[src/rtl/data_cache_pkg.sv]
// Shared types and constants for the direct-mapped write-back data cache.
package data_cache_pkg;

  localparam int ADDR_W  = 8;
  localparam int BYTE_W  = 8;
  localparam int BLOCK_W = 32;
  localparam int MADDR_W = 6;

  typedef enum logic [1:0] {
    IDLE      = 2'd0,
    WRITEBACK = 2'd1,
    FETCH     = 2'd2
  } state_e;

  function automatic logic [BYTE_W-1:0] byte_sel(
    input logic [BLOCK_W-1:0] line,
    input logic [1:0]         off
  );
    return line[{off, 3'b000} +: BYTE_W];
  endfunction

endpackage

[src/rtl/data_cache_if.sv]
// CPU load/store path and block-memory bus seen by the data cache.
interface data_cache_if;
  import data_cache_pkg::*;

  logic               READ;
  logic               WRITE;
  logic [ADDR_W-1:0]  ADDRESS;
  logic [BYTE_W-1:0]  WRITEDATA;
  logic [BYTE_W-1:0]  READDATA;
  logic               BUSYWAIT;
  logic               MEM_READ;
  logic               MEM_WRITE;
  logic [MADDR_W-1:0] MEM_ADDRESS;
  logic [BLOCK_W-1:0] MEM_WRITEDATA;
  logic [BLOCK_W-1:0] MEM_READDATA;
  logic               MEM_BUSYWAIT;

  modport slave (
    input  READ, WRITE, ADDRESS, WRITEDATA,
    input  MEM_READDATA, MEM_BUSYWAIT,
    output READDATA, BUSYWAIT,
    output MEM_READ, MEM_WRITE, MEM_ADDRESS, MEM_WRITEDATA
  );

  modport master (
    output READ, WRITE, ADDRESS, WRITEDATA,
    output MEM_READDATA, MEM_BUSYWAIT,
    input  READDATA, BUSYWAIT,
    input  MEM_READ, MEM_WRITE, MEM_ADDRESS, MEM_WRITEDATA
  );

endinterface

[src/rtl/cache_line_array.sv]
// Tag/valid/dirty/data storage: byte write, full-line fill, async read.
module cache_line_array
  import data_cache_pkg::*;
#(
  parameter int INDEX_BITS  = 3,
  parameter int OFFSET_BITS = 2,
  parameter int TAG_BITS    = 3
) (
  input  logic                   clk_i,
  input  logic                   rst_ni,
  input  logic [INDEX_BITS-1:0]  idx_i,
  input  logic                   wr_en_i,
  input  logic [OFFSET_BITS-1:0] wr_off_i,
  input  logic [BYTE_W-1:0]      wr_byte_i,
  input  logic                   fill_en_i,
  input  logic [INDEX_BITS-1:0]  fill_idx_i,
  input  logic [TAG_BITS-1:0]    fill_tag_i,
  input  logic [BLOCK_W-1:0]     fill_data_i,
  output logic                   valid_o,
  output logic                   dirty_o,
  output logic [TAG_BITS-1:0]    tag_o,
  output logic [BLOCK_W-1:0]     data_o
);

  localparam int NLINES = 1 << INDEX_BITS;

  logic [NLINES-1:0]   valid_q;
  logic [NLINES-1:0]   dirty_q;
  logic [TAG_BITS-1:0] tag_q  [NLINES];
  logic [BLOCK_W-1:0]  data_q [NLINES];

  always_ff @(posedge clk_i or negedge rst_ni) begin
    if (!rst_ni) begin
      valid_q <= '0;
      dirty_q <= '0;
    end else if (fill_en_i) begin
      valid_q[fill_idx_i] <= 1'b1;
      dirty_q[fill_idx_i] <= 1'b0;
    end else if (wr_en_i) begin
      dirty_q[idx_i] <= 1'b1;
    end
  end

  // Payload storage carries no reset; valid bits gate every use.
  always_ff @(posedge clk_i) begin
    if (fill_en_i) begin
      tag_q[fill_idx_i]  <= fill_tag_i;
      data_q[fill_idx_i] <= fill_data_i;
    end else if (wr_en_i) begin
      data_q[idx_i][{wr_off_i, 3'b000} +: BYTE_W] <= wr_byte_i;
    end
  end

  assign valid_o = valid_q[idx_i];
  assign dirty_o = dirty_q[idx_i];
  assign tag_o   = tag_q[idx_i];
  assign data_o  = data_q[idx_i];

endmodule

[src/rtl/data_cache.sv]
// Direct-mapped write-back, write-allocate data cache with miss FSM.
module data_cache
  import data_cache_pkg::*;
#(
  parameter int INDEX_BITS  = 3,
  parameter int OFFSET_BITS = 2
) (
  input  logic         CLK,
  input  logic         RESET,
  data_cache_if.slave  bus
);

  localparam int TAG_BITS = ADDR_W - INDEX_BITS - OFFSET_BITS;

  logic [TAG_BITS-1:0]    tag_a;
  logic [INDEX_BITS-1:0]  idx_a;
  logic [OFFSET_BITS-1:0] off_a;

  assign {tag_a, idx_a, off_a} = bus.ADDRESS;

  state_e                         state_q;
  logic [TAG_BITS+INDEX_BITS-1:0] req_q;
  logic                           mem_rd_q;
  logic                           mem_wr_q;
  logic [MADDR_W-1:0]             mem_addr_q;
  logic [BLOCK_W-1:0]             mem_wdata_q;

  logic                l_valid;
  logic                l_dirty;
  logic [TAG_BITS-1:0] l_tag;
  logic [BLOCK_W-1:0]  l_data;

  logic req;
  logic idle;
  logic hit;
  logic wr_hit;
  logic fill_en;

  assign req     = bus.READ | bus.WRITE;
  assign idle    = (state_q == IDLE);
  assign hit     = l_valid && (l_tag == tag_a);
  assign wr_hit  = idle && bus.WRITE && hit;
  assign fill_en = (state_q == FETCH) && !bus.MEM_BUSYWAIT;

  cache_line_array #(
    .INDEX_BITS  (INDEX_BITS),
    .OFFSET_BITS (OFFSET_BITS),
    .TAG_BITS    (TAG_BITS)
  ) u_lines (
    .clk_i       (CLK),
    .rst_ni      (RESET),
    .idx_i       (idx_a),
    .wr_en_i     (wr_hit),
    .wr_off_i    (off_a),
    .wr_byte_i   (bus.WRITEDATA),
    .fill_en_i   (fill_en),
    .fill_idx_i  (req_q[INDEX_BITS-1:0]),
    .fill_tag_i  (req_q[TAG_BITS+INDEX_BITS-1:INDEX_BITS]),
    .fill_data_i (bus.MEM_READDATA),
    .valid_o     (l_valid),
    .dirty_o     (l_dirty),
    .tag_o       (l_tag),
    .data_o      (l_data)
  );

  // Stall and load data are masked while reset is held.
  assign bus.BUSYWAIT = RESET && req && !(idle && hit);
  assign bus.READDATA = (RESET && bus.READ && idle && hit)
                      ? byte_sel(l_data, off_a) : '0;

  assign bus.MEM_READ      = mem_rd_q;
  assign bus.MEM_WRITE     = mem_wr_q;
  assign bus.MEM_ADDRESS   = mem_addr_q;
  assign bus.MEM_WRITEDATA = mem_wdata_q;

  always_ff @(posedge CLK or negedge RESET) begin
    if (!RESET) begin
      state_q     <= IDLE;
      req_q       <= '0;
      mem_rd_q    <= 1'b0;
      mem_wr_q    <= 1'b0;
      mem_addr_q  <= '0;
      mem_wdata_q <= '0;
    end else begin
      unique case (state_q)
        IDLE: begin
          if (req && !hit) begin
            req_q <= {tag_a, idx_a};
            if (l_valid && l_dirty) begin
              state_q     <= WRITEBACK;
              mem_wr_q    <= 1'b1;
              mem_addr_q  <= {l_tag, idx_a};
              mem_wdata_q <= l_data;
            end else begin
              state_q    <= FETCH;
              mem_rd_q   <= 1'b1;
              mem_addr_q <= {tag_a, idx_a};
            end
          end
        end
        WRITEBACK: begin
          if (!bus.MEM_BUSYWAIT) begin
            state_q    <= FETCH;
            mem_wr_q   <= 1'b0;
            mem_rd_q   <= 1'b1;
            mem_addr_q <= req_q;
          end
        end
        FETCH: begin
          if (!bus.MEM_BUSYWAIT) begin
            state_q  <= IDLE;
            mem_rd_q <= 1'b0;
          end
        end
        default: state_q <= IDLE;
      endcase
    end
  end

endmodule

[src/flat_wrapper.sv]
// flat-port wrapper written by rule: the top's interface ports become plain ports
module data_cache_flat import data_cache_pkg::*;
#(
  parameter int INDEX_BITS  = 3,
  parameter int OFFSET_BITS = 2
)
  (CLK, RESET, bus_READ, bus_WRITE, bus_ADDRESS, bus_WRITEDATA, bus_MEM_READDATA, bus_MEM_BUSYWAIT, bus_READDATA, bus_BUSYWAIT, bus_MEM_READ, bus_MEM_WRITE, bus_MEM_ADDRESS, bus_MEM_WRITEDATA);
  data_cache_if bus_i ();
  input  logic CLK;
  input  logic RESET;
  input wire logic [$bits(bus_i.READ)-1:0] bus_READ;
  input wire logic [$bits(bus_i.WRITE)-1:0] bus_WRITE;
  input wire logic [$bits(bus_i.ADDRESS)-1:0] bus_ADDRESS;
  input wire logic [$bits(bus_i.WRITEDATA)-1:0] bus_WRITEDATA;
  input wire logic [$bits(bus_i.MEM_READDATA)-1:0] bus_MEM_READDATA;
  input wire logic [$bits(bus_i.MEM_BUSYWAIT)-1:0] bus_MEM_BUSYWAIT;
  output wire logic [$bits(bus_i.READDATA)-1:0] bus_READDATA;
  output wire logic [$bits(bus_i.BUSYWAIT)-1:0] bus_BUSYWAIT;
  output wire logic [$bits(bus_i.MEM_READ)-1:0] bus_MEM_READ;
  output wire logic [$bits(bus_i.MEM_WRITE)-1:0] bus_MEM_WRITE;
  output wire logic [$bits(bus_i.MEM_ADDRESS)-1:0] bus_MEM_ADDRESS;
  output wire logic [$bits(bus_i.MEM_WRITEDATA)-1:0] bus_MEM_WRITEDATA;
  assign bus_i.READ = bus_READ;
  assign bus_i.WRITE = bus_WRITE;
  assign bus_i.ADDRESS = bus_ADDRESS;
  assign bus_i.WRITEDATA = bus_WRITEDATA;
  assign bus_i.MEM_READDATA = bus_MEM_READDATA;
  assign bus_i.MEM_BUSYWAIT = bus_MEM_BUSYWAIT;
  assign bus_READDATA = bus_i.READDATA;
  assign bus_BUSYWAIT = bus_i.BUSYWAIT;
  assign bus_MEM_READ = bus_i.MEM_READ;
  assign bus_MEM_WRITE = bus_i.MEM_WRITE;
  assign bus_MEM_ADDRESS = bus_i.MEM_ADDRESS;
  assign bus_MEM_WRITEDATA = bus_i.MEM_WRITEDATA;
  data_cache #(.INDEX_BITS(INDEX_BITS), .OFFSET_BITS(OFFSET_BITS)) u_core (.CLK(CLK), .RESET(RESET), .bus(bus_i));
endmodule
[config.mk]
export PLATFORM = sky130hd
export DESIGN_NAME = data_cache_flat
export DESIGN_NICKNAME = d
export VERILOG_FILES = /design/src/rtl/data_cache_pkg.sv /design/src/rtl/data_cache_if.sv /design/src/rtl/cache_line_array.sv /design/src/rtl/data_cache.sv /design/src/flat_wrapper.sv
export SDC_FILE = /design/constraint.sdc
export NUM_CORES = 1
export LEC_CHECK = 0
export ABC_AREA = 1
export BUFFER_PORTS_ARGS = -buffer_cell sky130_fd_sc_hd__buf_4
export CORE_ASPECT_RATIO = 1.75
export CORE_MARGIN = 4
export CORE_UTILIZATION = 52
export CTS_BUF_LIST = sky130_fd_sc_hd__clkbuf_16
export DETAILED_ROUTE_END_ITERATION = 8
export PLACE_DENSITY = 0.76
export SLEW_MARGIN = 40
export SYNTH_ARGS = -nofsm -noshare
export SYNTH_HDL_FRONTEND = slang
export SYNTH_SLANG_ARGS = --single-unit
[constraint.sdc]
create_clock -name CLK -period 3.15 [get_ports CLK]
set_clock_uncertainty 0.2 [all_clocks]
set_input_delay 0.315 -clock CLK [delete_from_list [all_inputs] [get_ports CLK]]
set_output_delay 0.315 -clock CLK [all_outputs]
set_load 0.02 [all_outputs]
==> results of run 1 <==
worst max-delay path: cells and delay by family:
family,cells,cell delay [ns]
AND/OR/NAND/NOR,3,0.48
AO/OA/AOI/OAI,3,0.62
buffers and inverters,6,1.04
power groups by stage:
| stage | combinational (µW) | sequential [µW] | clock [µW] |
|---|---|---|---|
| 2_1_floorplan | 1090 | 6190 | 0 |
| 3_3_place_gp | 2330 | 6040 | 0 |
| 3_5_place_dp | 2380 | 6060 | 0 |
| 4_1_cts | 2400 | 5970 | 3550 |
| 5_1_grt | 2620 | 6030 | 3730 |
| 6_report | 2430 | 5980 | 3520 |
placed cells by master, fill, tap and decap left out, drive strengths merged:
master / n
nand2: 315
or2: 4
nand4: 37
buf: 193
a21o: 1
a22oi: 35
nand3: 71
dfrtp: 64
a21oi: 30
a22o: 20
bufinv: 3
o221ai: 1
o211ai: 15
a32o: 3
clkbuf: 29
inv: 85
o31ai: 1
ha: 7
a221oi: 36
edfxtp: 280
dlygate4sd3: 7
nand3b: 1
nor2: 82
clkinv: 13
o2bb2ai: 3
a31oi: 1
o21ai: 53
o2111ai: 2
clkinvlp: 1
nor3: 2
worst max path at each step:
| stage | end | start | slack, ns |
|---|---|---|---|
| after floorplan | u_core.u_lines.data_q[0][0] | bus_ADDRESS[0] | 0.09 |
| after global placement | u_core.u_lines.data_q[4][29] | bus_ADDRESS[2] | 0.12 |
| after detailed placement | u_core.u_lines.data_q[4][7] | bus_ADDRESS[2] | 0.05 |
| after CTS | bus_READDATA[6] | u_core.u_lines.tag_q[4][2] | 0.05 |
| after global routing | bus_READDATA[3] | u_core.u_lines.tag_q[6][1] | 0.003 |
| final | bus_READDATA[6] | bus_ADDRESS[2] | 0.14 |
cells in the mapped netlist (15+ instances only):
library cell | count | area, µm²
a21oi_1 | 30 | 150
dfrtp_1 | 64 | 1600
nor2_1 | 74 | 278
edfxtp_1 | 280 | 8410
a22oi_1 | 35 | 263
a22o_1 | 20 | 175
o21ai_0 | 51 | 255
a221oi_1 | 36 | 315
o211ai_1 | 15 | 113
clkbuf_1 | 33 | 124
nand4_1 | 37 | 231
inv_1 | 75 | 282
nand3_1 | 63 | 315
nand2_1 | 309 | 1160
metal layers:
metal,up-vias,global-route usage
met5,-,0
met2,577,0.452
met4,0,0.144
met3,125,0.0332
met1,4973,0.298
li1,4657,-
area by class of cell:
type                    count  area share
flip-flops and latches    344       0.583
multi-input cells         720       0.221
repair buffers            200      0.0975
clock buffers              29      0.0423
well taps                 369      0.0269
inverters                  81      0.0180
clock inverters            21      0.0117
per-stage QoR:
step | hold WS [ns] | power, µW | setup WS, ns
global placement | 0.233 | 8370 | 0.117
floorplan | -0.181 | 7280 | 0.0917
CTS | 0.0289 | 11900 | 0.0455
global route | 0.0670 | 12400 | 0.00262
finish | 0.0551 | 11900 | 0.139
detailed placement | 0.237 | 8440 | 0.0497
sequential cells by signal (all words and copies together), names as in the netlist:
register                  flops
u_core.state_q                2
u_core.u_lines.tag_q         24
u_core.bus.MEM_ADDRESS        6
u_core.bus.MEM_WRITEDATA     32
u_core.u_lines.dirty_q        8
u_core.req_q                  6
u_core.bus.MEM_READ           1
u_core.bus.MEM_WRITE          1
u_core.u_lines.data_q       256
u_core.u_lines.valid_q        8
what timing repair did:
action,4_1_cts,5_1_grt
pin swaps,0,2
resized for setup,0,23
hold endpoints to repair,73,0
setup endpoints to repair,8,28
hold buffers,7,0
buffers inserted,1,1
logic make-up (layout without fill, tap and decap cells):
| group | after synthesis | after routing | share of synthesized area |
|---|---|---|---|
| simple gates | 512 | 512 | 0.155 |
| compound gates | 201 | 201 | 0.0969 |
| flops | 344 | 344 | 0.701 |
| fa+ha+maj | 7 | 7 | 0.00613 |
| buf+inv | 140 | 331 | 0.0411 |
==> impl_metrics.yaml, run 1 <==
status:
  status: "completed"
pwr:
  switchingPower_uw: 3520
  seqPwrFrac: 0.501
  peakVddDrop_mv: 0.421
  switching_share: 0.295
  p_int_uw: 8420
  pwr-share-comb: 0.204
  p_leak_uw: 0.00681
  p_clk_frac: 0.295
  power.density_nw_per_um2: 695
drt:
  met1_length_mm: 13.8
  totalWireLength_mm: 39.0
  top_layer_used: "met4"
  routed_via_density: 5.86
  vias: 10300
  ant_nets: 0
  route.met2.wl_mm: 20.1
  drtIter0Drc: 995
  drtPass1Iterations: 5
  wl_per_cell_um: 22.1
  wl_met3_mm: 2.92
  route.detailed.drc: 0
critical_path:
  arrival_ns: 2.50
  slowest_stage: "a221oi_1"
  rr_endpoint: "u_core.u_lines.data_q[4][6]"
  critPathLaunchType: "primary input"
  cp.required_ns: 2.63
  rr_worst_depth: 17
  critical-path-max-stage-delay_ns: 0.37
  critPathMaxFanout: 16
  crit_chain: "buf_4 > buf_12 > nor2_2 > buf_4 > buf_4 > a221oi_1 > nand4_1 > inv_1 > nand2_1 > o211ai_1 > a21oi_4 > buf_6"
  rr_startpoint: "u_core.u_lines.tag_q[4][2]"
  reg2reg_slack_ns: 0.23
  crit_type: "in2out"
  crit_path_end_kind: "output port"
  path_common_cell: "buf_4"
floorplan:
  die_h_um: 227
  io_pins: 102
  rows: 80
  coreArea_um2: 27200
  chipWidth_um: 133
  die_area_um2: 30300
  start_util: 0.525
finish:
  seq_area_um2: 10000
  drive_gt1_frac: 0.201
  final_core_util: 0.631
  fillerInstances: 2026
  layout.nets: 1435
  multi_input_area_um2: 3790
  fin_cells: 1764
  finalInstanceArea_um2: 17200
  antenna-diode-count: 0
  area_growth_syn_to_layout_pct: 20.2
sta:
  slew_violations: 0
  min_period_over_period: 0.956
  timing.fmax_mhz: 332
  max-slew-margin-rel: 0.550
  rsz0062_at_grt: "no"
  setup_violations: 0
  tightest_slew_ns: 0.674
  fin_crit_ns: 3.01
  hold_viol_final: 0
  setup_tns_ns: 0
worst_hold_path:
  min_to: "u_core.u_lines.dirty_q[5]"
  hold_path.class: "in2reg"
  hp-start: "bus_ADDRESS[4]"
  holdPathStages: 3
logic_synthesis:
  ys_async_sr_fraction: 0.186
  netlist_area_um2: 14300
  synth_ff_type: "edfxtp_1"
  seq_area_frac_synth: 0.701
  yosysUniqueCellTypes: 38
  synthesis.nets: 1264
  avgSynthCellArea_um2: 11.9
  synth_edf_count: 280
  synth_warnings: 0
  synth_cells: 1204
  ys_ff_latch: 344
global_routing:
  grt_pass1_vias: 10100
  grt_overflow: 0
  antenna_found_initial: 0
  grt_pass1_wl_mm: 58.5
  grt_usage: 0.254
  grt_max_degree: 65
clock_tree:
  cts_max_level: 1
  cts_tree: "built"
  cts.clk_slew.worst_paths_ns: 0.06
  cts_buffers: 28
  clkSinkCount: 344
  cts_buffer_depth: 3
  cts_root_buffer: "clkbuf_16"
  insertion_delay_ns: 0.56
run:
  drv_cap: 0
placement:
  detailed_place.area_um2: 16100
  hpwl_mm: 27.5
  port_buffers: 101
  place_congestion: 0.928
  numPlacedInstances: 1705
No activity file was read; power rests on OpenSTA's default activity.
==> run 2, diff against run 1 <==
Settings changed: SYNTH_HIERARCHICAL set to 1.
==> impl_metrics.yaml, run 2 <==
logic_synthesis:
  synth_xor_area_frac: 0
  synthMuxAreaShare: 0.00136
  synth_ff_type: "edfxtp_1"
  yosysUniqueCellTypes: 34
  synth_common_cells: "293 x nand2_1, 280 x edfxtp_1, 103 x inv_1, 103 x nor2_1, 100 x a21oi_1"
  synthesis.nets: 1361
  synth.most_common_cell: "nand2_1"
  synth_compound_area_frac: 0.0965
  synth_area_leaders: "edfxtp_1 57%, dfrtp_1 11%, nand2_1 7.5%"
  synthSimpleGateAreaFrac: 0.162
  synth_warnings: 6
  netlist_area_um2: 14700
  seq_area_frac_synth: 0.682
  avgSynthCellArea_um2: 11.3
  synth_adder_area_share: 0.00341
  synth_cells: 1304
  yosys.area.top_type_share: 0.573
  synth_top_family_by_area: "simple AND/OR/NAND/NOR gates"
  synth_edf_count: 280
  yosysTopAreaCell: "edfxtp_1"
  ys_ff_latch: 344
  ys_async_sr_fraction: 0.186
floorplan:
  io_pins: 102
  chipWidth_um: 135
  die_h_um: 230
  start_util: 0.527
  die_area_um2: 31100
  rows: 81
  coreArea_um2: 27900
drt:
  wl_per_cell_um: 22.6
  vias: 11000
  drtPass1Iterations: 5
  totalWireLength_mm: 42.5
  drtIter0Drc: 1077
  ant_nets: 0
  route.detailed.drc: 0
  routed_via_density: 5.85
critical_path:
  crit_path_end_kind: "flop"
  rr_endpoint: "u_core/u_lines/data_q[1][0]"
  arrival_ns: 3.27
  critical-path-max-stage-delay_ns: 0.33
  rr_startpoint: "u_core/u_lines/tag_q[2][0]"
  reg2reg_slack_ns: -0.09
  cp.required_ns: 3.18
  crit_chain: "nand2_1 > a21oi_2 > o21ai_1 > nand4_1 > inv_1 > nand2_1 > nand2_1 > nor2_2 > nand2_2 > nor2_2 > inv_2 > nor2_4 > inv_2 > nor2_4 > o21ai_4 > nand2_4 > nand2_2 > nand2_4 > nand3_4 > nor2_4"
  critPathMaxFanout: 8
  cp-startpoint: "u_core/u_lines/tag_q[2][0]"
  critPathLaunchType: "flop"
  rr_worst_depth: 20
  crit_type: "reg2reg"
  slowest_stage: "edfxtp_1"
finish:
  top_register: "u_core/u_lines/data_q"
  largest_reg_flops: 256
  final_common_cell: "nand2_1"
  fillerInstances: 1939
  mostFrequentLayoutCells: "287 x nand2_1, 280 x edfxtp_1, 162 x buf_4"
  layout.nets: 1545
  fin_cells: 1879
  drive_gt1_frac: 0.258
  multi_input_area_um2: 4480
  antenna-diode-count: 0
  seq_area_um2: 10000
  area_growth_syn_to_layout_pct: 25.9
run:
  drv_cap: 0
sta:
  tightest_slew_ns: 0.712
  setup_slack_ns: -0.0873
  rsz0062_at_grt: "yes"
  timing.fmax_mhz: 309
  setup_violations: 227
  fin_crit_ns: 3.24
  slew_violations: 0
  max-slew-margin-rel: 0.524
  min_period_over_period: 1.03
  hold_viol_final: 0
  setup_tns_ns: -6.60
clock_tree:
  cts_tree: "built"
  cts_buffers: 29
  cts.clk_slew.worst_paths_ns: 0.07
  insertion_delay_ns: 0.56
  clkSinkCount: 344
  cts_root_buffer: "clkbuf_16"
  cts_buffer_depth: 3
  cts_max_level: 1
global_routing:
  grt_pass1_wl_mm: 62.7
  grt_usage: 0.267
  grt_overflow: 0
  grt_max_degree: 65
  antenna_found_initial: 0
  grt_pass1_vias: 10900
placement:
  place_congestion: 0.959
  dp_slack_ns: -0.668
  hpwl_mm: 29.7
  port_buffers: 101
  numPlacedInstances: 1812
pwr:
  power.density_nw_per_um2: 718
  p_leak_uw: 0.00712
  peakVddDrop_mv: 0.480
worst_hold_path:
  holdPathStages: 3
  hp-start: "bus_MEM_READDATA[20]"
  hold_path.class: "in2reg"
  min_to: "u_core/u_lines/data_q[2][20]"
status:
  violations: "setup timing"
  status: "finished with violations"
-- run 2: cell count changes after synthesis, sizes merged, moves of 11 or more --
cell    delta
a21oi     +70
a221oi    -36
a22o      -20
buf       +21
clkbuf    -21
inv       +38
nand3     -11
nand4     +14
nor2      +23
o211ai    -15
o21ai     +38
o22ai     +22
-- run 2: area by class of cell --
cell class	instances	area share
multi-input cells	785	0.243
clock buffers	29	0.0393
flip-flops and latches	344	0.542
inverters	116	0.0240
clock inverters	20	0.0160
repair buffers	212	0.111
well taps	373	0.0253
-- run 2: worst max path at each step --
stage | depth (start not counted) | endpoint
after global routing | 21 | u_core/u_lines/data_q[7][11]
final | 20 | u_core/u_lines/data_q[1][0]
after detailed placement | 20 | u_core/u_lines/data_q[2][1]
after CTS | 19 | u_core/u_lines/data_q[0][25]
after global placement | 20 | u_core/u_lines/data_q[3][5]
after floorplan | 24 | u_core/u_lines/data_q[2][16]
-- run 2: what timing repair did --
item                                    in CTS  in global routing
pin swaps                                    6                 20
endpoints found under the hold margin       73                  0
hold buffers                                 8                  0
cloned                                       0                  0
resized for setup                           17                 20
endpoints found under the setup margin     435                512
buffers inserted                             3                  7
-- run 2: metrics by stage --
stage / util / hold slack, ns / instance area (µm²) / power [µW]
floorplan: - / -0.181 / 15200 / 7970
global placement: 0.611 / 0.241 / 17000 / 9270
detailed placement: 0.611 / 0.251 / 17000 / 9370
CTS: 0.656 / 0.0345 / 18300 / 13200
global route: 0.663 / 0.0565 / 18500 / 13800
finish: 0.663 / 0.0432 / 18500 / 13300
-- run 2: cells by family after synthesis --
family,Yosys count
AND/OR/NAND/NOR,531
flip-flops,344
AO/OA/AOI/OAI,248
buffers and inverters,175
adder cells (fa/ha/maj),4
multiplexers,2
-- run 2: power breakdown --
group	switching, µW	internal, µW	leakage (µW)	total, µW
clock network	1580	2260	0.000504	3840
registers	355	5650	0.00330	6010
logic	2230	1190	0.00332	3420
-- run 2: critical path, delay by kind of cell (launching register included) --
family | cells | cell delay (ns)
AND/OR/NAND/NOR | 14 | 1.78
AO/OA/AOI/OAI | 3 | 0.41
flip-flops | 1 | 0.33
buffers and inverters | 3 | 0.17
-- run 2: routing by layer --
layer  global-route usage  share of wire  vias to the layer above
met1                0.310           0.34                     5277
met2                0.465           0.51                      637
met5                    0              0                        -
met3               0.0412          0.083                      164
li1                     -              -                     4913
met4                0.158          0.063                        0
==> run 3, diff against run 2 <==
Settings changed: CORE_ASPECT_RATIO 1.75 to not set.
==> impl_metrics.yaml, run 3 (synthesized netlist as in run 2, its figures left out) <==
status:
  status: "completed"
sta:
  setup_violations: 0
  slew_violations: 0
  rsz0062_at_grt: "yes"
  timing.fmax_mhz: 321
  hold_viol_final: 0
  tightest_slew_ns: 0.625
  max-slew-margin-rel: 0.582
  min_period_over_period: 0.990
  setup_slack_ns: 0.0309
  fin_crit_ns: 3.12
clock_tree:
  insertion_delay_ns: 0.52
  cts_buffer_depth: 3
  cts.clk_slew.worst_paths_ns: 0.06
  clkSinkCount: 344
  cts_tree: "built"
  cts_buffers: 35
  cts_root_buffer: "clkbuf_16"
  cts_max_level: 2
pwr:
  seqPwrFrac: 0.446
  peakVddDrop_mv: 0.391
  power.density_nw_per_um2: 728
  p_leak_uw: 0.00721
  switching_share: 0.313
  p_int_uw: 9230
  pwr-share-comb: 0.251
  switchingPower_uw: 4210
  p_clk_frac: 0.303
floorplan:
  start_util: 0.528
  rows: 61
  coreArea_um2: 27800
  die_area_um2: 31000
  chipWidth_um: 176
  die_h_um: 176
  io_pins: 102
finish:
  largest_reg_flops: 256
  fin_cells: 1903
  final_common_cell: "nand2_1"
  top_register: "u_core/u_lines/data_q"
  area_growth_syn_to_layout_pct: 25.8
  antenna-diode-count: 0
  drive_gt1_frac: 0.256
  mostFrequentLayoutCells: "287 x nand2_1, 280 x edfxtp_1, 181 x buf_4"
  layout.nets: 1557
drt:
  top_layer_used: "met4"
  wl_per_cell_um: 22.1
  ant_nets: 0
  routed_via_density: 5.84
  wl_met3_mm: 5.05
  route.met2.wl_mm: 19.3
  vias: 11100
  met1_length_mm: 16.5
  totalWireLength_mm: 42.0
  drtPass1Iterations: 5
  route.detailed.drc: 0
  drtIter0Drc: 1345
critical_path:
  slowest_stage: "edfxtp_1"
  path_common_cell: "nor2_4"
  critPathLaunchType: "flop"
  crit_path_end_kind: "flop"
  arrival_ns: 3.12
  crit_chain: "inv_1 > o22ai_2 > nor2_1 > nand3_1 > nand2_1 > nand2_1 > nor2_2 > nand2_2 > nor2_4 > inv_2 > nor2_4 > inv_2 > nor2_4 > o21ai_4 > nand2_4 > nand2_2 > nand2_4 > nand3_4 > nor2_4"
  critPathMaxFanout: 8
  reg2reg_slack_ns: 0.03
  critical-path-max-stage-delay_ns: 0.36
  cp.required_ns: 3.15
  crit_type: "reg2reg"
placement:
  place_congestion: 0.946
  numPlacedInstances: 1821
  hpwl_mm: 28.7
  port_buffers: 101
  dp_slack_ns: -0.501
worst_hold_path:
  hold_path.class: "in2reg"
global_routing:
  grt_max_degree: 62
  antenna_found_initial: 0
  grt_usage: 0.264
  grt_overflow: 0
  grt_pass1_wl_mm: 62.5
  grt_pass1_vias: 10700
run:
  drv_cap: 0
run 3: what timing repair did:
action                                  CTS  global route
endpoints found under the setup margin  387           476
endpoints found under the hold margin    70             0
hold buffers                              7             0
resized for setup                         5            19
pin swaps                                12            25
setup buffers                             7             6
run 3: cell type report:
cell class,instances,area [µm²]
Multi-Input combinational cell,785,4440
Inverter,116,443
Tap cell,378,473
Timing Repair Buffer,218,1970
Fill cell,2012,9320
Clock inverter,26,229
Clock buffer,36,901
Sequential cell,344,10000
run 3: path summary, 6_finish.rpt:
check,start,endpoint,cells after the start
setup / recovery,u_core/u_lines/tag_q[0][2],u_core/u_lines/data_q[4][1],19
hold / removal,bus_ADDRESS[4],u_core/req_q[2],4
setup reg to reg,u_core/u_lines/tag_q[0][2],u_core/u_lines/data_q[4][1],19
hold reg to reg,u_core/u_lines/valid_q[1],u_core/u_lines/valid_q[1],2
max in group asynchronous,RESET,u_core/req_q[1],3
min in group asynchronous,RESET,u_core/bus.MEM_ADDRESS[2],3
run 3: metrics by stage:
step	TNS, ns	hold WS [ns]	total power (µW)	instance area, µm²	util
after detailed placement	-199.10	-0.0759	9300	17000	0.610
after global routing	-37.96	0.0329	14000	18500	0.665
final	0	0.0325	13400	18500	0.665
after CTS	-0.00460	0.0241	13400	18300	0.657
after global placement	-172.05	-0.0749	9190	17000	0.610
after floorplan	-43.31	-0.181	7970	15200	-
run 3: power by group through the flow:
| stage | Sequential [µW] | Combinational [µW] | Clock [µW] |
|---|---|---|---|
| after global placement | 6050 | 3140 | 0 |
| final | 5990 | 3380 | 4070 |
| after detailed placement | 6080 | 3220 | 0 |
| after CTS | 5990 | 3290 | 4110 |
| after global routing | 6060 | 3600 | 4310 |
| after floorplan | 6280 | 1690 | 0 |
run 3: worst max-delay path, delay by kind of cell (launching register included):
kind            cells  cell delay, ns
simple gates       14            1.89
compound gates      2            0.15
flops               1            0.36
buf+inv             3            0.20
run 3: layer usage:
metal	vias to the layer above	global-route usage
met4	0	0.0757
met5	-	0
li1	4948	-
met2	712	0.416
met3	97	0.0567
met1	5353	0.376
